--- config.mk ---
export PLATFORM = sky130hd
export DESIGN_NAME = gpio_input_filter
export DESIGN_NICKNAME = d
export VERILOG_FILES = /design/src/rtl/gpio_input_filter.sv
export SDC_FILE = /design/constraint.sdc
export NUM_CORES = 1
export LEC_CHECK = 0
export BUFFER_PORTS_ARGS = -buffer_cell sky130_fd_sc_hd__buf_4
export CAP_MARGIN = 40
export CORE_MARGIN = 3
export CORE_UTILIZATION = 40
export DETAILED_ROUTE_END_ITERATION = 16
export GPL_TIMING_DRIVEN = 0
export MAX_ROUTING_LAYER = met4
export SLEW_MARGIN = 20
export SYNTH_ARGS = -nofsm -noshare
export SYNTH_HDL_FRONTEND = slang
export SYNTH_SLANG_ARGS = --single-unit
--- constraint.sdc ---
create_clock -name gpio_clk -period 2.3 [get_ports gpio_clk]
set_clock_uncertainty 0.05 [all_clocks]
set_input_delay 0.575 -clock gpio_clk [delete_from_list [all_inputs] [get_ports gpio_clk]]
set_output_delay 0.575 -clock gpio_clk [all_outputs]
set_load 0.05 [all_outputs]
--- src/rtl/gpio_input_filter.sv ---
// GPIO input conditioning: per-pin two-flop synchroniser, programmable debounce,
// edge detection into sticky write-1-to-clear pending flags and an aggregate interrupt.
`ifndef GPIO_NUMS
`define GPIO_NUMS 8
`endif

module gpio_input_filter #(
   parameter int GPIO_NUMS = `GPIO_NUMS,
   parameter int CNT_W     = 8
) (
   input  logic                 gpio_clk,
   input  logic                 rst,
   input  logic [GPIO_NUMS-1:0] gpio_in,
   input  logic [GPIO_NUMS-1:0] filter_en,
   input  logic [CNT_W-1:0]     debounce_limit,
   input  logic [GPIO_NUMS-1:0] rise_en,
   input  logic [GPIO_NUMS-1:0] fall_en,
   input  logic                 int_clear,
   input  logic [GPIO_NUMS-1:0] int_clear_mask,
   output logic [GPIO_NUMS-1:0] gpio_filtered,
   output logic [GPIO_NUMS-1:0] int_pending,
   output logic                 gpio_int
);

   localparam logic [CNT_W-1:0] CNT_ONE = 1;

   // Terminal count L-1; an unfiltered pin or a zero limit behaves as L = 1.
   function automatic logic [CNT_W-1:0] last_count(input logic [CNT_W-1:0] limit,
                                                   input logic             filt);
      if (!filt || limit == '0)
         return '0;
      return limit - CNT_ONE;
   endfunction

   logic [GPIO_NUMS-1:0] sync_s1;
   logic [GPIO_NUMS-1:0] sync_s2;
   logic [GPIO_NUMS-1:0] stable;
   logic [GPIO_NUMS-1:0] stable_d;
   logic [GPIO_NUMS-1:0] filter_en_d;
   logic [GPIO_NUMS-1:0] pending;
   logic [GPIO_NUMS-1:0] rise;
   logic [GPIO_NUMS-1:0] fall;
   logic [GPIO_NUMS-1:0] clr;
   logic [CNT_W-1:0]     cnt [GPIO_NUMS];

   // Stage 1-2: synchroniser chain, no logic between the flops
   always_ff @(posedge gpio_clk or negedge rst) begin
      if (!rst) begin
         sync_s1 <= '0;
         sync_s2 <= '0;
      end else begin
         sync_s1 <= gpio_in;
         sync_s2 <= sync_s1;
      end
   end

   // Stage 3: debounce; >= keeps the count bounded when the limit shrinks mid-count
   always_ff @(posedge gpio_clk or negedge rst) begin
      if (!rst) begin
         stable      <= '0;
         filter_en_d <= '0;
         for (int i = 0; i < GPIO_NUMS; i++)
            cnt[i] <= '0;
      end else begin
         filter_en_d <= filter_en;
         for (int i = 0; i < GPIO_NUMS; i++) begin
            if (sync_s2[i] != stable[i] &&
                cnt[i] >= last_count(debounce_limit, filter_en[i]))
               stable[i] <= sync_s2[i];
            if (sync_s2[i] == stable[i] ||
                cnt[i] >= last_count(debounce_limit, filter_en[i]) ||
                filter_en[i] != filter_en_d[i])
               cnt[i] <= '0;
            else
               cnt[i] <= cnt[i] + CNT_ONE;
         end
      end
   end

   assign rise = stable & ~stable_d & rise_en;
   assign fall = ~stable & stable_d & fall_en;
   assign clr  = int_clear ? int_clear_mask : '0;

   // Stage 4: edge history and sticky pending; a new edge wins over a clear
   always_ff @(posedge gpio_clk or negedge rst) begin
      if (!rst) begin
         stable_d <= '0;
         pending  <= '0;
      end else begin
         stable_d <= stable;
         pending  <= (pending & ~clr) | rise | fall;
      end
   end

   assign gpio_filtered = stable;
   assign int_pending   = pending;
   assign gpio_int      = |pending;

endmodule
# Word-level counts from Yosys, hierarchy flattened

Index checks and enable logic that the tools add are counted.

Bitwise operators: 10
Add/sub/neg operators: 9
Eq/ne operators: 24
Reduce and logical (&&, ||, !) cells: 42
Order comparisons: 8
Muxes and demuxes: 33

Operators by type and width:

| cell                                              | number |
|---|---|
| 2-to-1 mux 8 bit                                  | 25 |
| adder 8 x 1 -> 8 bit (second input constant)      | 8 |
| greater-or-equal comparator 8 bit                 | 8 |
| AND 8 bit                                         | 5 |
| logical OR 1 bit                                  | 24 |
| inverter 8 bit                                    | 3 |
| != test 1 bit                                     | 16 |
| OR 8 bit                                          | 2 |
| equality test 1 bit                               | 8 |
| logical AND 1 bit                                 | 8 |
| logical NOT 1 bit                                 | 8 |
| logical NOT 8 bit                                 | 1 |
| 2-to-1 mux 1 bit                                  | 8 |
| OR reduction 8 bit                                | 1 |
| subtractor 8 x 1 -> 8 bit (second input constant) | 1 |

Output and inout bits: 17
Input bits: 51
Word-level logic and storage cells: 147
Bits in registers: 112

# Depth between registers and ports, before layout

Gate-level depths: netlist (run 1).

Depth after elaboration: 8
Mapped depth: 12
Depth with buffers taken out: 11

# Worst setup path after synthesis (run 1)

OpenSTA, ideal clock, no wires.

Path kind: input to register
From: in debounce_limit[5]
To: reg stable[7] (netlist: gpio_filtered[7])
Required time: 2.125 ns
Path buffers: 2
Setup slack: -1.292 ns
Arrival time: 3.417 ns
Stages: 11
Library setup time: 0.125 ns
Cells stage by stage: or4_4 -> or4b_4 -> buf_6 -> and2_4 -> buf_6 -> nand2_1 -> ha_1 -> o21a_1 -> nor2_1 -> o31ai_1 -> mux2_2

Longest elaborated chain between the ends: 6
Elaborated cells between the ends (all ways): 7
Classes of those cells: add/sub (1); order compare (1); mux (2); reduce/logical (3)

Ends and longest elaborated chain:

| item                                                              | line | source |
|---|---|---|
| from (decl)                                                       | 15   | `input logic [CNT_W-1:0] debounce_limit,` |
| branches (longest 3 deep; another with subtractor 8 x 1 -> 8 bit) | -    |  |
| 2-to-1 mux 8 bit *                                                | 32   | `return limit - CNT_ONE;` |
| greater-or-equal comparator 8 bit *                               | 68   | `cnt[i] >= last_count(debounce_limit, filter_en[i]))` |
| logical AND 1 bit *                                               | 67   | `if (sync_s2[i] != stable[i] &&` |
| to (signal, indexed assignment)                                   | 69   | `stable[i] <= sync_s2[i];` |
| to (decl)                                                         | 37   | `logic [GPIO_NUMS-1:0] stable;` |

Every way passes the cells marked *.
A chain may end at the register's enable or synchronous reset.

# Worst setup path in the final report (run 1)

From: in debounce_limit[3]
To: reg stable[4] (netlist: gpio_filtered[4])

Same word-level chain as after synthesis.

==> results of run 1 <==
power breakdown:
part           switching [µW]  internal, µW
clock network             714          1020
logic                    1620          1110
registers                 411          2280
stage by stage:
| stage | instances | TNS, ns | power, µW |
|---|---|---|---|
| 2_1_floorplan | 640 | -58.43 | 4110 |
| 3_3_place_gp | 917 | -109.19 | 4773 |
| 3_5_place_dp | 921 | -89.75 | 4870 |
| 4_1_cts | 959 | -52.42 | 7046 |
| 5_1_grt | 964 | -59.43 | 7536 |
| 6_report | 964 | -55.48 | 7146 |
layout by cell type, fill, tap and decap left out, types with 10 or more instances in the layout:
master | synthesis | routed
a21oi_2 | 0 | 10
and3_1 | 20 | 16
buf_4 | 0 | 84
buf_6 | 3 | 11
dfrtp_1 | 112 | 112
ha_1 | 74 | 42
ha_4 | 0 | 30
inv_1 | 24 | 23
nand2_1 | 89 | 78
nand2b_4 | 0 | 11
nand3_1 | 44 | 40
nor3_2 | 0 | 51
o211ai_1 | 15 | 15
o21a_1 | 12 | 10
xnor2_1 | 17 | 16
xor2_1 | 53 | 50
sequential cells by signal, indices dropped and copies added (netlist names):
name           flops
stable_d           8
sync_s1            8
sync_s2            8
int_pending        8
gpio_filtered      8
cnt               64
filter_en_d        8
kinds of logic after synthesis:
| kind of cell | count (synthesis) | share of synthesized area |
|---|---|---|
| xor+xnor | 70 | 0.09529 |
| simple gates | 281 | 0.2246 |
| mux | 4 | 0.007001 |
| flops | 112 | 0.4356 |
| fa+ha+maj | 74 | 0.1439 |
| buf+inv | 34 | 0.02334 |
| compound gates | 65 | 0.07021 |
timing repair:
| item | in CTS | in global routing |
|---|---|---|
| setup endpoints to repair | 73 | 72 |
| pin swaps | 59 | 42 |
| resized for setup | 139 | 46 |
| setup buffers | 23 | 7 |
| gates cloned | 4 | 0 |
cell type report:
type / instances / area (µm²)
fillers: 1259 / 6183
multi-input cells: 498 / 4922
flip-flops and latches: 112 / 2803
repair buffers: 100 / 852.1
well taps: 211 / 264.0
clock buffers: 12 / 256.5
inverters: 24 / 93.84
clock inverters: 4 / 76.32
plain buffers: 3 / 32.53
layer usage:
layer  track usage  up-vias
met5             -        -
met4       0.05370        0
met3       0.04449       20
met2        0.3414       89
met1        0.2614     2667
li1              -     2493
critical path: stages:
cell and delay [ns]:
buf_8 0.10, or4_4 0.54, or4b_4 0.59, buf_8 0.17, and3_2 0.22, ha_4 0.21
nand2b_4 0.14, a2111oi_4 0.41, o31ai_4 0.11, mux2_4 0.31
worst min-delay path by stage:
stage          cells after the start  slack, ns                     to
5_1_grt                            1       0.13  stable_d[3]$_DFF_PN0_
4_1_cts                            1       0.12      cnt[32]$_DFF_PN0_
3_3_place_gp                       0       0.28   sync_s2[7]$_DFF_PN0_
2_1_floorplan                      0       0.23       cnt[0]$_DFF_PN0_
6_report                           1       0.11   sync_s2[3]$_DFF_PN0_
3_5_place_dp                       0       0.28   sync_s2[0]$_DFF_PN0_
==> impl_metrics.ini, run 1 <==
[floorplanning]
start_util = 0.4155
fp.dieArea_mm2 = 0.01764
die_height_um = 132.8
core_area_mm2 = 0.01548
io_pins = 68
die_w_um = 132.8
rows = 45

[global_route]
grt_pass1_wl_mm = 28.39
grtUsageTotal = 0.2076
first_global_vias = 5595
antenna_found_initial = 0
grt_overflow = 0
grt_max_degree = 63

[sta]
hold_viol_final = 0
finalCritPeriodShare = 1.384
finalMaxSlewViolations = 0
worst_pin_slew_ns = 0.6614
timing.fmax_mhz = 314.2
fin_crit_ns = 3.183
fin_ws_ns = -0.8826
slew_headroom = 0.5591
hold_slack_ns = 0.1132
finalSetupViolations = 72
rsz0062_at_grt = yes

[cells_and_area]
drive_above_1_share = 0.4130
antenna_cells_inserted = 0
fin_area_mm2 = 0.009300
area_growth_pct = 44.55
fin_util = 0.6006
nets = 873

[status]
status = finished, violations left
violations = setup timing

[clock_tree]
cts_hold_buffers = 0
clk_pin_slew_ns = 0.07
cts_tree = yes
clk_latency_ns = 0.35
h-tree-depth = 3
cts.path.max_buffers = 2
cts_buffers = 9
cts.sinks = 112
cts-root-buf = clkbuf_16

[worst_setup_path]
reg2regPathDepth = 6
worstReg2RegEnd = gpio_filtered[4]$_DFFE_PN0P_
crit_required_ns = 2.49
reg2reg_slack_ns = 0.32
cp-start-kind = input pin
path_max_fanout = 6
path_class = in2reg
cp-startpoint = debounce_limit[3]
reg2reg_from = cnt[24]$_DFF_PN0_
end_kind = flip-flop
cp-endpoint = gpio_filtered[4]$_DFFE_PN0P_
cp_data_arrival_time_ns = 3.37

[routing]
drcViolationCount = 0
m1WireLength_mm = 7.475
dr.pass1.iters = 4
via_per_inst = 5.466
wl_met3_um = 620
met2_length_mm = 8.969
ant_nets = 0
vias = 5269
routed_wl_mm = 17.38
wl_per_cell_um = 18.02
drtIter0Drc = 307
dr.max_layer_used = met4

[place]
dp_hpwl_mm = 11.57
placed_area_mm2 = 0.007684
port_buffers = 66
dp_slack_ns = -1.475
globalplace.congestion = 0.8009

[logic_synthesis]
yosysMostFrequentCell = dfrtp_1
yosys_warnings = 0
seq_area_frac_synth = 0.4356
synthArstFlopShare = 1.000
postSynthCellCount = 640
syn_nets = 765
synth_area_leader_cell = dfrtp_1
yosysTopAreaCellShare = 0.4356
synth_edf_count = 0
synthTopCellsByArea = dfrtp_1 (44%), ha_1 (14%), xor2_1 (7.2%), nand2_1 (5.2%), nor3_1 (4.7%)
synth_common_cells = dfrtp_1 (112), nand2_1 (89), ha_1 (74), nor3_1 (61), xor2_1 (53)
synth.avg_cell_area_um2 = 10.05
synth_top_flop_cell = dfrtp_1
ys_ff_latch = 112
syn_area_mm2 = 0.006434
ys_types = 36

[hold_path]
hold_path.class = in2async

[pwr]
leakage_uw = 0.003908
ir_worst_vdd_v = 0.0006098
power_density_mw_per_mm2 = 768.3

[run]
cap_violations = 0
No activity file was read; power rests on OpenSTA's default activity.
==> run 2: changes to the inputs <==
Settings changed: ABC_AREA from default to 1.
==> impl_metrics.ini, run 2 <==
[logic_synthesis]
synthArstFlopShare = 1.000
yosys_warnings = 0
synthTopCellsByArea = dfrtp_1 (42%), ha_1 (14%), nand2_1 (13%), nor2_1 (7.3%), xor2_1 (6.4%)
synth_edf_count = 0
ys_types = 25
postSynthCellCount = 808
syn_nets = 933
synth.avg_cell_area_um2 = 8.302
synth_common_cells = nand2_1 (230), nor2_1 (131), dfrtp_1 (112), inv_1 (87), ha_1 (74)
seq_area_frac_synth = 0.4178
syn_area_mm2 = 0.006708
yosysMostFrequentCell = nand2_1
yosysTopAreaCellShare = 0.4178
ys_ff_latch = 112
synth_top_flop_cell = dfrtp_1
synth_area_leader_cell = dfrtp_1

[clock_tree]
cts_buffers = 9
cts.path.max_buffers = 2
clk_pin_slew_ns = 0.07
clk_latency_ns = 0.36
cts-root-buf = clkbuf_16
cts_tree = yes
h-tree-depth = 3
cts.sinks = 112

[pwr]
power_density_mw_per_mm2 = 740.2
finalPower_uw = 6216
ir_worst_vdd_v = 0.0004964
leakage_uw = 0.004221

[worst_setup_path]
crit_required_ns = 2.54
path_common_cell = nor2_4
cp-start-kind = input pin
path_delay_family = simple AND/OR/NAND/NOR gates
cp_slowest_cell = ha_1
end_kind = flip-flop
path_class = in2reg
path_max_fanout = 8
cp_data_arrival_time_ns = 2.45
worst-path-buf-inv = 3
slowest_delay_ns = 0.29
crit_chain = buf_12, clkinv_8, ha_4, nand3_4, nor2_4, buf_6, nor2_4, nand2_1, ha_1, a21oi_1, nor2_1, nor2_4, nand3_4, nor2_2

[routing]
routed_wl_mm = 15.07
dr.pass1.iters = 4
via_per_inst = 4.604
vias = 5175
drcViolationCount = 0
drtIter0Drc = 203
ant_nets = 0
wl_per_cell_um = 13.41

[global_route]
first_global_vias = 4952
grt_max_degree = 59
grt_overflow = 0
grtUsageTotal = 0.1767
grt_pass1_wl_mm = 24.58
antenna_found_initial = 0

[sta]
timing.fmax_mhz = 453.1
fin_crit_ns = 2.207
slew_headroom = 0.6377
hold_viol_final = 0
finalCritPeriodShare = 0.9596
rsz0062_at_grt = yes
worst_pin_slew_ns = 0.5434
finalSetupViolations = 0
finalMaxSlewViolations = 0

[floorplanning]
io_pins = 68
start_util = 0.4147
core_area_mm2 = 0.01617
die_w_um = 135.5
rows = 46
die_height_um = 135.5
fp.dieArea_mm2 = 0.01836

[cells_and_area]
final_common_cell = nand2_1
fin_util = 0.5193
area_growth_pct = 25.20
nets = 1028
drive_above_1_share = 0.1861
top_register = cnt
final_cell_mix = nand2_1 (220), dfrtp_1 (112), nor2_1 (107)
largest_reg_flops = 64
antenna_cells_inserted = 0

[place]
dp_hpwl_mm = 10.49
port_buffers = 65
globalplace.congestion = 0.7953

[run]
cap_violations = 0

[hold_path]
hold_path.class = in2async

[status]
status = completed
[run 2: cell families after synthesis]
kind of cell    count (synthesis)  share of synthesized area
flops                         112                     0.4178
xor+xnor                       68                    0.09383
simple gates                  438                     0.2733
compound gates                 23                    0.02276
buf+inv                        93                    0.05428
fa+ha+maj                      74                     0.1380
[run 2: final timing paths]
kind	start	to	slack, ns	depth (start not counted)
setup / recovery	debounce_limit[0]	cnt[61]$_DFF_PN0_	0.09	14
hold / removal	rst	cnt[53]$_DFF_PN0_	0.12	1
setup reg to reg	cnt[43]$_DFF_PN0_	cnt[46]$_DFF_PN0_	0.72	8
hold reg to reg	sync_s1[5]$_DFF_PN0_	sync_s2[5]$_DFF_PN0_	0.30	0
max in group asynchronous	rst	cnt[39]$_DFF_PN0_	1.41	2
min in group gpio_clk	gpio_in[7]	sync_s1[7]$_DFF_PN0_	0.27	1
[run 2: metrics by stage]
step	cell area, µm²	setup slack, ns	TNS, ns	cells	hold WS [ns]
finish	8398	0.09293	0	1124	0.1151
global route	8398	-0.02458	-0.07756	1124	0.1367
CTS	8056	-0.07960	-1.632	1117	0.1273
detailed placement	7571	-0.7433	-50.23	1090	0.2862
global placement	7540	-0.7566	-50.52	1089	0.2838
floorplan	6782	-0.07401	-2.575	808	0.2294
[run 2: repair_timing]
action / in CTS / in global routing
setup buffers: 11 / 6
hold buffers: 0 / 0
pin swaps: 7 / 20
gates cloned: 0 / 1
setup endpoints to repair: 73 / 71
resized for setup: 14 / 59
[run 2: power breakdown]
part	switching, µW	total, µW	internal [µW]
Sequential	353	2630	2270
Clock	728	1490	766
Combinational	1330	2100	761
Total	2420	6220	3800
[run 2: metal layers]
metal	vias to the layer above	routed length (µm)	GRT usage	part of all wire
met4	0	125	0.03471	0.0083
li1	2735	-	-	-
met5	-	0	-	0
met3	7	436	0.04160	0.029
met2	55	7265	0.2824	0.48
met1	2378	7244	0.2325	0.48
[run 2: cell type report]
cell class	instances	area, µm²
plain buffers	3	38.79
fillers	1508	7775
flip-flops and latches	112	2803
clock inverters	4	30.03
inverters	90	362.8
clock buffers	12	246.5
multi-input cells	603	3923
well taps	216	270.3
repair buffers	84	724.4
==> run 3: changes to the inputs <==
Settings changed: GPL_TIMING_DRIVEN 0 to default.
==> impl_metrics.ini, run 3 (synthesis results as in run 2) <==
[status]
status = completed

[place]
globalplace.congestion = 0.8269
port_buffers = 67
dp_hpwl_mm = 11.46

[floorplanning]
core_area_mm2 = 0.01617
die_w_um = 135.5
io_pins = 68
die_height_um = 135.5
fp.dieArea_mm2 = 0.01836
start_util = 0.4147
rows = 46

[clock_tree]
cts_buffers = 9
cts.sinks = 112
h-tree-depth = 3
cts-root-buf = clkbuf_16
clk_latency_ns = 0.36
cts_tree = yes
cts.path.max_buffers = 2
cts_hold_buffers = 0
clk_pin_slew_ns = 0.07

[cells_and_area]
fin_util = 0.5493
top_register = cnt
largest_reg_flops = 64
nets = 1058
antenna_cells_inserted = 0
final_cell_mix = nand2_1 (204), dfrtp_1 (112), buf_4 (104)
drive_above_1_share = 0.2764
area_growth_pct = 32.44
final_common_cell = nand2_1

[routing]
via_per_inst = 4.666
routed_wl_mm = 15.49
ant_nets = 0
dr.pass1.iters = 4
drcViolationCount = 0
vias = 5380
drtIter0Drc = 209
wl_per_cell_um = 13.44

[sta]
fin_crit_ns = 2.253
rsz0062_at_grt = yes
timing.fmax_mhz = 443.9
finalMaxSlewViolations = 0
slew_headroom = 0.7665
finalSetupViolations = 0
finalCritPeriodShare = 0.9795
tns_ns = 0
worst_pin_slew_ns = 0.3502
hold_viol_final = 0

[global_route]
antenna_found_initial = 0
grtUsageTotal = 0.1783
grt_max_degree = 63
first_global_vias = 5289
grt_pass1_wl_mm = 25.22
grt_overflow = 0

[worst_setup_path]
end_kind = flip-flop
cp_data_arrival_time_ns = 2.50
reg2reg_slack_ns = 0.73
crit_required_ns = 2.54
path_max_fanout = 8
cp-start-kind = input pin
path_class = in2reg

[pwr]
leakage_uw = 0.004378
ir_worst_vdd_v = 0.0004515
power_density_mw_per_mm2 = 709.4

[run]
cap_violations = 0

[hold_path]
hold_path.class = in2async
## run 3: cell count changes in the layout (fill, tap and decap cells not counted), sizes merged
cell	previous run	this run
clkinvlp	6	3
buf	85	117
clkinv	1	3
inv	87	89
clkbuf	14	10
## run 3: where the power goes
part	internal [µW]	leakage, µW	switching, µW
Combinational	813	0.00279	1400
Clock	757	0.000130	716
Sequential	2270	0.00146	340
Total	3840	0.00438	2460
## run 3: path summary, 6_finish.rpt
kind | from | end | cells after the start
worst max-delay path | debounce_limit[1] | cnt[3]$_DFF_PN0_ | 16
worst min-delay path | rst | cnt[52]$_DFF_PN0_ | 1
worst max register to register | cnt[59]$_DFF_PN0_ | cnt[60]$_DFF_PN0_ | 8
worst min register to register | sync_s1[4]$_DFF_PN0_ | sync_s2[4]$_DFF_PN0_ | 0
max in group asynchronous | rst | cnt[32]$_DFF_PN0_ | 2
min in group gpio_clk | gpio_in[2] | sync_s1[2]$_DFF_PN0_ | 1
## run 3: cell type report
type | instances | area [µm²]
Multi-Input combinational cell | 603 | 4232
Tap cell | 216 | 270.3
Sequential cell | 112 | 2803
Clock buffer | 10 | 239.0
Clock inverter | 5 | 33.78
Inverter | 90 | 349.1
Timing Repair Buffer | 117 | 957.2
Fill cell | 1473 | 7289
## run 3: through the flow
step	instances	worst slack [ns]	power, µW	hold slack, ns	instance area, µm²
floorplan	808	-0.07401	3930	0.2294	6782
global placement	1131	-0.4093	4665	0.2825	7868
detailed placement	1131	-0.4536	4686	0.2865	7868
CTS	1146	-0.01463	6209	0.0008334	8195
global route	1153	-0.1096	6726	0.003603	8884
finish	1153	0.04716	6302	0.004800	8884
## run 3: timing repair
item,CTS,global route
gates resized for setup,10,123
endpoints found under the setup margin,65,72
setup buffers,0,7
pin swaps,1,59
## run 3: worst max-delay path, cell delays in order
cell and delay (ns):
buf_8 0.08, clkinvlp_4 0.12, ha_4 0.19, nand3_4 0.08, nor2_4 0.06, buf_6 0.14
nor2_4 0.20, nand2_2 0.11, ha_4 0.24, nand2_2 0.06, nand2_1 0.05, nor2_1 0.11
nand2_1 0.07, nand2_2 0.10, nand3_4 0.17, nor2_2 0.14
## run 3: routing by layer
layer | GRT usage | vias to the layer above | wire length, µm
li1 | - | 2789 | -
met4 | 0.05207 | 0 | 329
met5 | - | - | 0
met3 | 0.03269 | 19 | 451
met1 | 0.2303 | 2504 | 7153
met2 | 0.2884 | 68 | 7559
